<file path="config.mk">
export PLATFORM = sky130hd
export DESIGN_NAME = ex_alu_unit_flat
export DESIGN_NICKNAME = d
export VERILOG_FILES = /design/src/rtl/ex_alu_unit_pkg.sv /design/src/rtl/ex_alu_unit_if.sv /design/src/rtl/ex_add32.sv /design/src/rtl/ex_alu_unit.sv /design/src/flat_wrapper.sv
export SDC_FILE = /design/constraint.sdc
export NUM_CORES = 1
export LEC_CHECK = 0
export ABC_AREA = 1
export CORE_MARGIN = 3
export CORE_UTILIZATION = 64
export CTS_CLUSTER_DIAMETER = 50
export DETAILED_ROUTE_END_ITERATION = 6
export DONT_BUFFER_PORTS = 1
export GPL_TIMING_DRIVEN = 1
export PLACE_DENSITY = 0.83
export SLEW_MARGIN = 20
export SYNTH_ARGS = -nofsm -noshare
export SYNTH_HDL_FRONTEND = slang
export SYNTH_SLANG_ARGS = --single-unit
</file>
<file path="constraint.sdc">
create_clock -name clk -period 4.45 [get_ports clk]
set_clock_uncertainty 0.15 [all_clocks]
set_input_delay 0.445 -clock clk [delete_from_list [all_inputs] [get_ports clk]]
set_output_delay 0.445 -clock clk [all_outputs]
set_load 0.005 [all_outputs]
</file>
<file path="src/rtl/ex_alu_unit_pkg.sv">
// Shared encodings for the execute-stage ALU block.
// The control unit imports the same ALU opcodes and branch types.
package ex_alu_unit_pkg;

    // ALU operation select (alu_ctrl)
    localparam logic [3:0] ALU_AND  = 4'b0000;
    localparam logic [3:0] ALU_OR   = 4'b0001;
    localparam logic [3:0] ALU_ADD  = 4'b0010;
    localparam logic [3:0] ALU_ADDU = 4'b0011;
    localparam logic [3:0] ALU_SUB  = 4'b0100;
    localparam logic [3:0] ALU_SUBU = 4'b0101;
    localparam logic [3:0] ALU_XOR  = 4'b0110;
    localparam logic [3:0] ALU_NOR  = 4'b0111;
    localparam logic [3:0] ALU_SLT  = 4'b1000;
    localparam logic [3:0] ALU_SLTU = 4'b1001;
    localparam logic [3:0] ALU_SLL  = 4'b1010;
    localparam logic [3:0] ALU_SRL  = 4'b1011;
    localparam logic [3:0] ALU_SRA  = 4'b1100;
    localparam logic [3:0] ALU_LUI  = 4'b1101;

    // Branch type of the instruction in ID/EX; 2'b11 is reserved but still a branch
    localparam logic [1:0] BR_NONE = 2'b00;
    localparam logic [1:0] BR_BEQ  = 2'b01;
    localparam logic [1:0] BR_BNE  = 2'b10;

    // Any non-NONE code, including the reserved one, counts as a branch
    function automatic logic is_branch(input logic [1:0] br);
        return br != BR_NONE;
    endfunction

endpackage

</file>
<file path="src/rtl/ex_alu_unit_if.sv">
// Signal bundle between the execute stage and the ALU block.
// master drives operands/controls, slave (the ALU block) drives results.
interface ex_alu_unit_if #(
    parameter int DATA_W = 32
);
    logic [DATA_W-1:0] alu_a;
    logic [DATA_W-1:0] alu_b;
    logic [3:0]        alu_ctrl;
    logic [DATA_W-1:0] alu_result;
    logic              alu_zero;
    logic              alu_ovf;
    logic              ovf_sticky;
    logic [DATA_W-1:0] add_a;
    logic [DATA_W-1:0] add_b;
    logic [DATA_W-1:0] add_sum;
    logic [1:0]        id_ex_branch;
    logic              id_ex_pc_src;
    logic              delay;

    modport master (
        output alu_a, alu_b, alu_ctrl, add_a, add_b, id_ex_branch, id_ex_pc_src,
        input  alu_result, alu_zero, alu_ovf, ovf_sticky, add_sum, delay
    );

    modport slave (
        input  alu_a, alu_b, alu_ctrl, add_a, add_b, id_ex_branch, id_ex_pc_src,
        output alu_result, alu_zero, alu_ovf, ovf_sticky, add_sum, delay
    );
endinterface

</file>
<file path="src/rtl/ex_add32.sv">
// Plain modulo-2^W adder with carry-in; carry-out is intentionally dropped.
module ex_add32 #(
    parameter int W = 32
) (
    input  logic [W-1:0] a_i,
    input  logic [W-1:0] b_i,
    input  logic         cin_i,
    output logic [W-1:0] sum_o
);
    // Wrap-around is silent: the sum is truncated to W bits
    assign sum_o = a_i + b_i + W'(cin_i);
endmodule

</file>
<file path="src/rtl/ex_alu_unit.sv">
// Execute-stage arithmetic: main ALU, free-standing PC adder, branch-delay
// detection and a sticky signed-overflow flag (the only state).
module ex_alu_unit
    import ex_alu_unit_pkg::*;
#(
    parameter int DATA_W  = 32,
    parameter int SHAMT_W = 5
) (
    input  logic          clk,
    input  logic          rst,
    ex_alu_unit_if.slave  bus
);
    localparam int MSB = DATA_W - 1;

    logic              is_sub;
    logic [DATA_W-1:0] addsub_b;
    logic [DATA_W-1:0] addsub_res;
    logic [SHAMT_W-1:0] shamt;
    logic [DATA_W-1:0] sra_res;
    logic              slt_lt;
    logic              sltu_lt;
    logic              add_ovf;
    logic              sub_ovf;
    logic [DATA_W-1:0] result;
    logic              ovf;
    logic              ovf_sticky_q;
    logic              ovf_sticky_d;

    // Subtraction reuses the adder as a + ~b + 1
    assign is_sub   = (bus.alu_ctrl == ALU_SUB) || (bus.alu_ctrl == ALU_SUBU);
    assign addsub_b = is_sub ? ~bus.alu_b : bus.alu_b;

    ex_add32 #(.W(DATA_W)) u_alu_add (
        .a_i   (bus.alu_a),
        .b_i   (addsub_b),
        .cin_i (is_sub),
        .sum_o (addsub_res)
    );

    // Free-standing adder for PC+4 / branch target
    ex_add32 #(.W(DATA_W)) u_pc_add (
        .a_i   (bus.add_a),
        .b_i   (bus.add_b),
        .cin_i (1'b0),
        .sum_o (bus.add_sum)
    );

    // Only the low shift-amount bits of A select the shift distance
    assign shamt   = bus.alu_a[SHAMT_W-1:0];
    assign sra_res = $signed(bus.alu_b) >>> shamt;
    assign slt_lt  = $signed(bus.alu_a) < $signed(bus.alu_b);
    assign sltu_lt = bus.alu_a < bus.alu_b;

    // Signed overflow: sign of the wrapped result disagrees with what the operands allow
    assign add_ovf = (bus.alu_a[MSB] == bus.alu_b[MSB]) && (addsub_res[MSB] != bus.alu_a[MSB]);
    assign sub_ovf = (bus.alu_a[MSB] != bus.alu_b[MSB]) && (addsub_res[MSB] != bus.alu_a[MSB]);

    // Operation select; reserved opcodes yield zero so alu_zero reads 1
    always_comb begin
        // NOTE: defaults first so every path assigns every output and no latch is inferred.
        result = '0;
        ovf    = 1'b0;
        unique case (bus.alu_ctrl)
            ALU_AND:  result = bus.alu_a & bus.alu_b;
            ALU_OR:   result = bus.alu_a | bus.alu_b;
            ALU_ADD:  begin result = addsub_res; ovf = add_ovf; end
            ALU_ADDU: result = addsub_res;
            ALU_SUB:  begin result = addsub_res; ovf = sub_ovf; end
            ALU_SUBU: result = addsub_res;
            ALU_XOR:  result = bus.alu_a ^ bus.alu_b;
            ALU_NOR:  result = ~(bus.alu_a | bus.alu_b);
            ALU_SLT:  result = {{(DATA_W-1){1'b0}}, slt_lt};
            ALU_SLTU: result = {{(DATA_W-1){1'b0}}, sltu_lt};
            ALU_SLL:  result = bus.alu_b << shamt;
            ALU_SRL:  result = bus.alu_b >> shamt;
            ALU_SRA:  result = sra_res;
            ALU_LUI:  result = {bus.alu_b[15:0], {(DATA_W-16){1'b0}}};
            default:  result = '0;
        endcase
    end

    assign bus.alu_result = result;
    assign bus.alu_zero   = (result == '0);
    assign bus.alu_ovf    = ovf;

    // A taken branch of any type in ID/EX signals a delay to the hazard unit
    assign bus.delay = is_branch(bus.id_ex_branch) & bus.id_ex_pc_src;

    assign ovf_sticky_d = ovf_sticky_q | ovf;

    // Sticky overflow register; reset wins over a simultaneous overflow
    always_ff @(posedge clk) begin
        // NOTE: non-blocking assignment for clocked state avoids simulation races between flops.
        if (rst) begin
            ovf_sticky_q <= 1'b0;
        end else begin
            ovf_sticky_q <= ovf_sticky_d;
        end
    end

    assign bus.ovf_sticky = ovf_sticky_q;

endmodule

</file>
<file path="src/flat_wrapper.sv">
// flat-port wrapper written by rule: the top's interface ports become plain ports
module ex_alu_unit_flat import ex_alu_unit_pkg::*;
#(
    parameter int DATA_W  = 32,
    parameter int SHAMT_W = 5
)
  (clk, rst, bus_alu_a, bus_alu_b, bus_alu_ctrl, bus_add_a, bus_add_b, bus_id_ex_branch, bus_id_ex_pc_src, bus_alu_result, bus_alu_zero, bus_alu_ovf, bus_ovf_sticky, bus_add_sum, bus_delay);
  ex_alu_unit_if #(.DATA_W(DATA_W)) bus_i ();
  input  logic clk;
  input  logic rst;
  input wire logic [$bits(bus_i.alu_a)-1:0] bus_alu_a;
  input wire logic [$bits(bus_i.alu_b)-1:0] bus_alu_b;
  input wire logic [$bits(bus_i.alu_ctrl)-1:0] bus_alu_ctrl;
  input wire logic [$bits(bus_i.add_a)-1:0] bus_add_a;
  input wire logic [$bits(bus_i.add_b)-1:0] bus_add_b;
  input wire logic [$bits(bus_i.id_ex_branch)-1:0] bus_id_ex_branch;
  input wire logic [$bits(bus_i.id_ex_pc_src)-1:0] bus_id_ex_pc_src;
  output wire logic [$bits(bus_i.alu_result)-1:0] bus_alu_result;
  output wire logic [$bits(bus_i.alu_zero)-1:0] bus_alu_zero;
  output wire logic [$bits(bus_i.alu_ovf)-1:0] bus_alu_ovf;
  output wire logic [$bits(bus_i.ovf_sticky)-1:0] bus_ovf_sticky;
  output wire logic [$bits(bus_i.add_sum)-1:0] bus_add_sum;
  output wire logic [$bits(bus_i.delay)-1:0] bus_delay;
  assign bus_i.alu_a = bus_alu_a;
  assign bus_i.alu_b = bus_alu_b;
  assign bus_i.alu_ctrl = bus_alu_ctrl;
  assign bus_i.add_a = bus_add_a;
  assign bus_i.add_b = bus_add_b;
  assign bus_i.id_ex_branch = bus_id_ex_branch;
  assign bus_i.id_ex_pc_src = bus_id_ex_pc_src;
  assign bus_alu_result = bus_i.alu_result;
  assign bus_alu_zero = bus_i.alu_zero;
  assign bus_alu_ovf = bus_i.alu_ovf;
  assign bus_ovf_sticky = bus_i.ovf_sticky;
  assign bus_add_sum = bus_i.add_sum;
  assign bus_delay = bus_i.delay;
  ex_alu_unit #(.DATA_W(DATA_W), .SHAMT_W(SHAMT_W)) u_core (.clk(clk), .rst(rst), .bus(bus_i));
endmodule
</file>
# Word level (Yosys, flattened, before mapping)
# Index checks and enable logic that the tools add are counted.
# totals
ff_bits,1
# classes
add_sub_neg,3
n_lt_le_gt_ge,2
eq_ne,16
shifts,3
n_mux,3
bitwise_logic,7
reduce_logical,7
# op_table
operator,n
one-hot mux 32 bit (11 select lines),1
adder 32 bit,2
less-than comparator 32 bit,2
NOT 32 bit,2
adder 32 x 1 -> 32 bit,1
AND 32 bit,1
zero test 32 bit,1
2-to-1 mux 32 bit,1
OR 32 bit,1
left shift 32 x 5 -> 32 bit,1
>> shifter 32 x 5 -> 32 bit,1
>>> shifter 32 x 5 -> 32 bit,1
bitwise XOR 32 bit,1
equality test 4 bit (second input constant),6
equality test 4 x 3 -> 1 bit (second input constant),4
equality test 4 x 2 -> 1 bit (second input constant),2
equality test 4 x 1 -> 1 bit (second input constant),1
zero test 4 bit,1
OR reduction 4 bit,1
logical AND 1 bit,2
inequality test 1 bit,2
one-hot mux 1 bit (2 select lines),1
nonzero test 2 bit,1
AND 1 bit,1
other kinds (3),3

# Depth between registers and ports, before layout
# depth
depth_word,9
mapped_depth,23
ltp_nobuf,22

# By module
# From an unflattened synthesis, not the netlist that was laid out.
# unflattened
hier_cells,2398
hier_area_um2,12092.8
# modules_own_cells
mod,n_inst,cells_per_inst,area_per_inst_um2
ex_alu_unit,1,1410,7270.7
ex_add32,2,494,2411.1

# Worst setup path before layout
# Ideal clock, no wire load.
# synth_path
path_type,input -> output
start,input bus_alu_ctrl[3]
end,output bus_alu_zero
t_arrival_ns,2.897
t_required_ns,3.855
slack_ns,0.958
cell_stages,21
n_path_buf,1
cell_sequence,inv_2 nand3_2 buf_1 xor2_1 ha_1 nand2_1 inv_1 nand2_1 nand3_1 nand2_1 nand2_1 or2_2 nand3_1 nand2_1 inv_1 nand2_1 nor2_1 nand2_1 nor2_1 nand2_1 nor2_1
# synth_via
elab_chain_len,7
word_cells_on_any_way,21
# synth_lines
element,line_no,rtl
"start, declared",flat_wrapper.sv:13,input wire logic [$bits(bus_i.alu_ctrl)-1:0] bus_alu_ctrl;
equality test 4 x 3 -> 1 bit,"ex_alu_unit.sv:30, ex_alu_unit.sv:63",
logical OR 1 bit,ex_alu_unit.sv:30,assign is_sub = (bus.alu_ctrl == ALU_SUB) || (bus.alu_ctrl == ALU_SUBU);
2-to-1 mux 32 bit,ex_alu_unit.sv:31,assign addsub_b = is_sub ? ~bus.alu_b : bus.alu_b;
adder 32 bit,ex_add32.sv:11,assign sum_o = a_i + b_i + W'(cin_i);
adder 32 x 1 -> 32 bit,ex_add32.sv:11,
one-hot mux 32 bit (11 select lines) *,ex_alu_unit.sv:63,unique case (bus.alu_ctrl)
net bus_alu_result[10],flat_wrapper.sv:18,output wire logic [$bits(bus_i.alu_result)-1:0] bus_alu_result;
zero test 32 bit *,ex_alu_unit.sv:83,assign bus.alu_zero = (result == '0);
"end, declared",flat_wrapper.sv:19,output wire logic [$bits(bus_i.alu_zero)-1:0] bus_alu_zero;
# Mark *: on every way through the listed nets, which the timed path passes. The rest lies on a longest branch.

# Worst setup path in the final report
# layout_path
start,input bus_alu_ctrl[1]
end,output bus_alu_zero
# layout_via
elab_chain_len,7
word_cells_on_any_way,21
# layout_lines
element,line_no
equality test 4 x 3 -> 1 bit,"ex_alu_unit.sv:30, ex_alu_unit.sv:63"
logical OR 1 bit,ex_alu_unit.sv:30
2-to-1 mux 32 bit,ex_alu_unit.sv:31
adder 32 bit,ex_add32.sv:11
adder 32 x 1 -> 32 bit,ex_add32.sv:11
one-hot mux 32 bit (11 select lines) *,ex_alu_unit.sv:63
zero test 32 bit *,ex_alu_unit.sv:83
# Mark *: on every way between the ends. The rest lies on a longest branch, timed or not.

==> flow_summary.toml <==
[finish]
final_common_cell = "nand2_1"
seqCellArea_um2 = 20.0
synthToLayoutAreaGrowth_pct = 1.68
multi_input_area_um2 = 9760
diodes = 0
n_fill_cell = 1706
largest_reg_flops = 1
layout-drive-gt1-share_pct = 2.61
final_cell_mix = "nand2_1, nand3_1, inv_1"
fin_nets = 2408

[global_routing]
grt-ovfl-total = 0
grt_pass1_vias = 13400
grt_pass1_wl_mm = 70.8
grt_util_all_layers_pct = 47.6
grt_max_degree = 71
antenna_found_initial = 0

[min_path]
hold_class = "reg -> reg"

[timing]
finalSetupTns_ps = 0
rsz0062_at_grt = "no"
maxSlewHeadroom_pct = 28.7
finalHoldViolCount = 0
fmax_mhz = 236
tightest_slew_ps = 1060
min_period_ps = 4230
finalCritPeriodShare_pct = 95.1
finalMaxSlewViolations = 0
setup_viol = 0

[place]
place_congestion = 1.10
portBuffers = 0
dp_hpwl_mm = 39.1

[power]
p_total_uw = 1470
p_per_area_nw_per_um2 = 130
p_leak_uw = 0.00632
ir_worst_vdd_v = 0.0000790

[route]
via_per_inst = 6.46
avgRoutedWirePerCell_um = 20.3
firstDrtPassIters = 7
wl_mm = 47.2
drt-initial-drc-count = 2176
vias = 15000
drtAntennaViolNets = 0
drcViolationCount = 0

[setup_path]
critPathSlowestCell = "ha_1"
slowest_delay_ps = 360
crit_chain = "inv_2 > nand3_4 > buf_4 > xor2_1 > ha_1 > nand2_1 > nor2_1 > inv_1 > nor2_1 > nand4_1 > nand3_1 > nand2_1 > nand3_1 > nand3_1 > nor2_1 > nand2_1 > nor2_1 > nand3_1 > nor2_1"
cp-start-kind = "input pin"
crit_arrival_ps = 3640
endpoint_kind = "primary output"
path_common_cell = "nor2_1"
critPathKind = "in -> out"
critPathMaxFanout = 12
cp.required_ps = 3860

[synthesis]
async_reset_ff_share_pct = 0
synth.cell_area_um2 = 11100
ys.flop_type = "dfxtp_1"
synth.avg_cell_area_um2 = 5.16
ys_types = 46
ys_warn_count = 0
syn-instance-count = 2145
synth_edf_count = 0
syn_nets = 2447
synth-seq-area-share_pct = 0.181
ys_ff_latch = 1

[floorplan]
core_area_um2 = 16800
num_rows = 47
ios = 205
die_h_um = 138
dieArea_um2 = 18900
die_width_um = 138
start_util_pct = 66.0

[run]
max_cap_violations = 0

[clocking]
hold_buffers = 0
post-cts-setup-buffer-count = 0
insertion_delay_ps = 0
clkTransAtPathRegs_ps = 0

[outcome]
outcome = "completed"
Yosys cell counts, types with 3 or more instances:
master,instances,share of area [%]
a211oi_1,5,0.34
a21o_1,6,0.41
a21oi_1,98,4.4
a221oi_1,12,0.95
a31oi_1,5,0.28
and2_1,8,0.45
buf_1,13,0.44
buf_2,36,1.6
buf_6,3,0.31
clkbuf_1,19,0.64
ha_1,163,18
inv_1,236,8.0
inv_2,14,0.47
nand2_1,726,25
nand3_1,341,15
nand3b_1,6,0.41
nand4_1,23,1.3
nor2_1,184,6.2
nor3_1,23,1.0
nor3b_1,3,0.20
nor4_1,3,0.17
o2111ai_1,3,0.24
o211ai_1,14,0.95
o21a_1,7,0.47
o21ai_0,72,3.3
o21ai_1,12,0.54
o21bai_1,11,0.75
o22ai_1,8,0.45
or2_2,3,0.17
xnor2_1,13,1.0
xor2_1,54,4.3
path summary, 6_finish.rpt:
kind / startpoint / to / slack [ps] / depth (start not counted)
worst min-delay path: u_core.bus.ovf_sticky / u_core.bus.ovf_sticky / 340 / 2
worst max-delay path: bus_alu_ctrl[1] / bus_alu_zero / 220 / 19
worst min register to register: u_core.bus.ovf_sticky / u_core.bus.ovf_sticky / 340 / 2
worst max register to register: u_core.bus.ovf_sticky / u_core.bus.ovf_sticky / 3750 / 2
metrics by stage:
step / utilization [%] / worst slack (ps) / hold WS [ps] / instances / cell area [um2]
CTS: 67.1 / 113 / 351 / 2324 / 11200
floorplan: - / 958 / 312 / 2145 / 11100
global route: 67.2 / 26.0 / 373 / 2324 / 11300
finish: 67.2 / 217 / 339 / 2324 / 11300
detailed placement: 67.1 / 122 / 349 / 2324 / 11200
global placement: 67.1 / 172 / 331 / 2324 / 11200
area by class of cell:
class                      count  area share (%)
tap                          220            2.45
multi-input combinational   1819            86.7
sequential                     1           0.178
timing repair buffer          32            2.25
inverter                     252            8.40
what timing repair did:
item	CTS	global route
resized for setup	0	1
endpoints found under the hold margin	0	0
setup endpoints to repair	0	1
cell families after synthesis:
kind of cell / share of synthesized area, %
AND/OR/NAND/NOR: 50.5
buffers and inverters: 11.7
flip-flops: 0.181
XOR/XNOR: 5.30
adder cells (fa/ha/maj): 18.8
AO/OA/AOI/OAI: 13.5
routing by layer:
metal / global-route usage (%) / part of all wire (%) / up-vias
met5: 0 / 0 / -
met4: 24.3 / 7.0 / 0
met3: 10.4 / 14 / 266
met2: 75.0 / 42 / 1206
met1: 60.7 / 36 / 6594
li1: - / - / 6941
critical path: cells and delay by family:
family,cells,cell delay [ps]
simple gates,14,2120
buf+inv,3,520
fa+ha+maj,1,360
xor+xnor,1,160
where the power goes:
group / total [uW] / switching [uW] / internal (uW)
clock: 0 / 0 / 0
sequential: 9.76 / 0.240 / 9.52
combinational: 1460 / 974 / 482
Power figures use the tool's default switching activity.
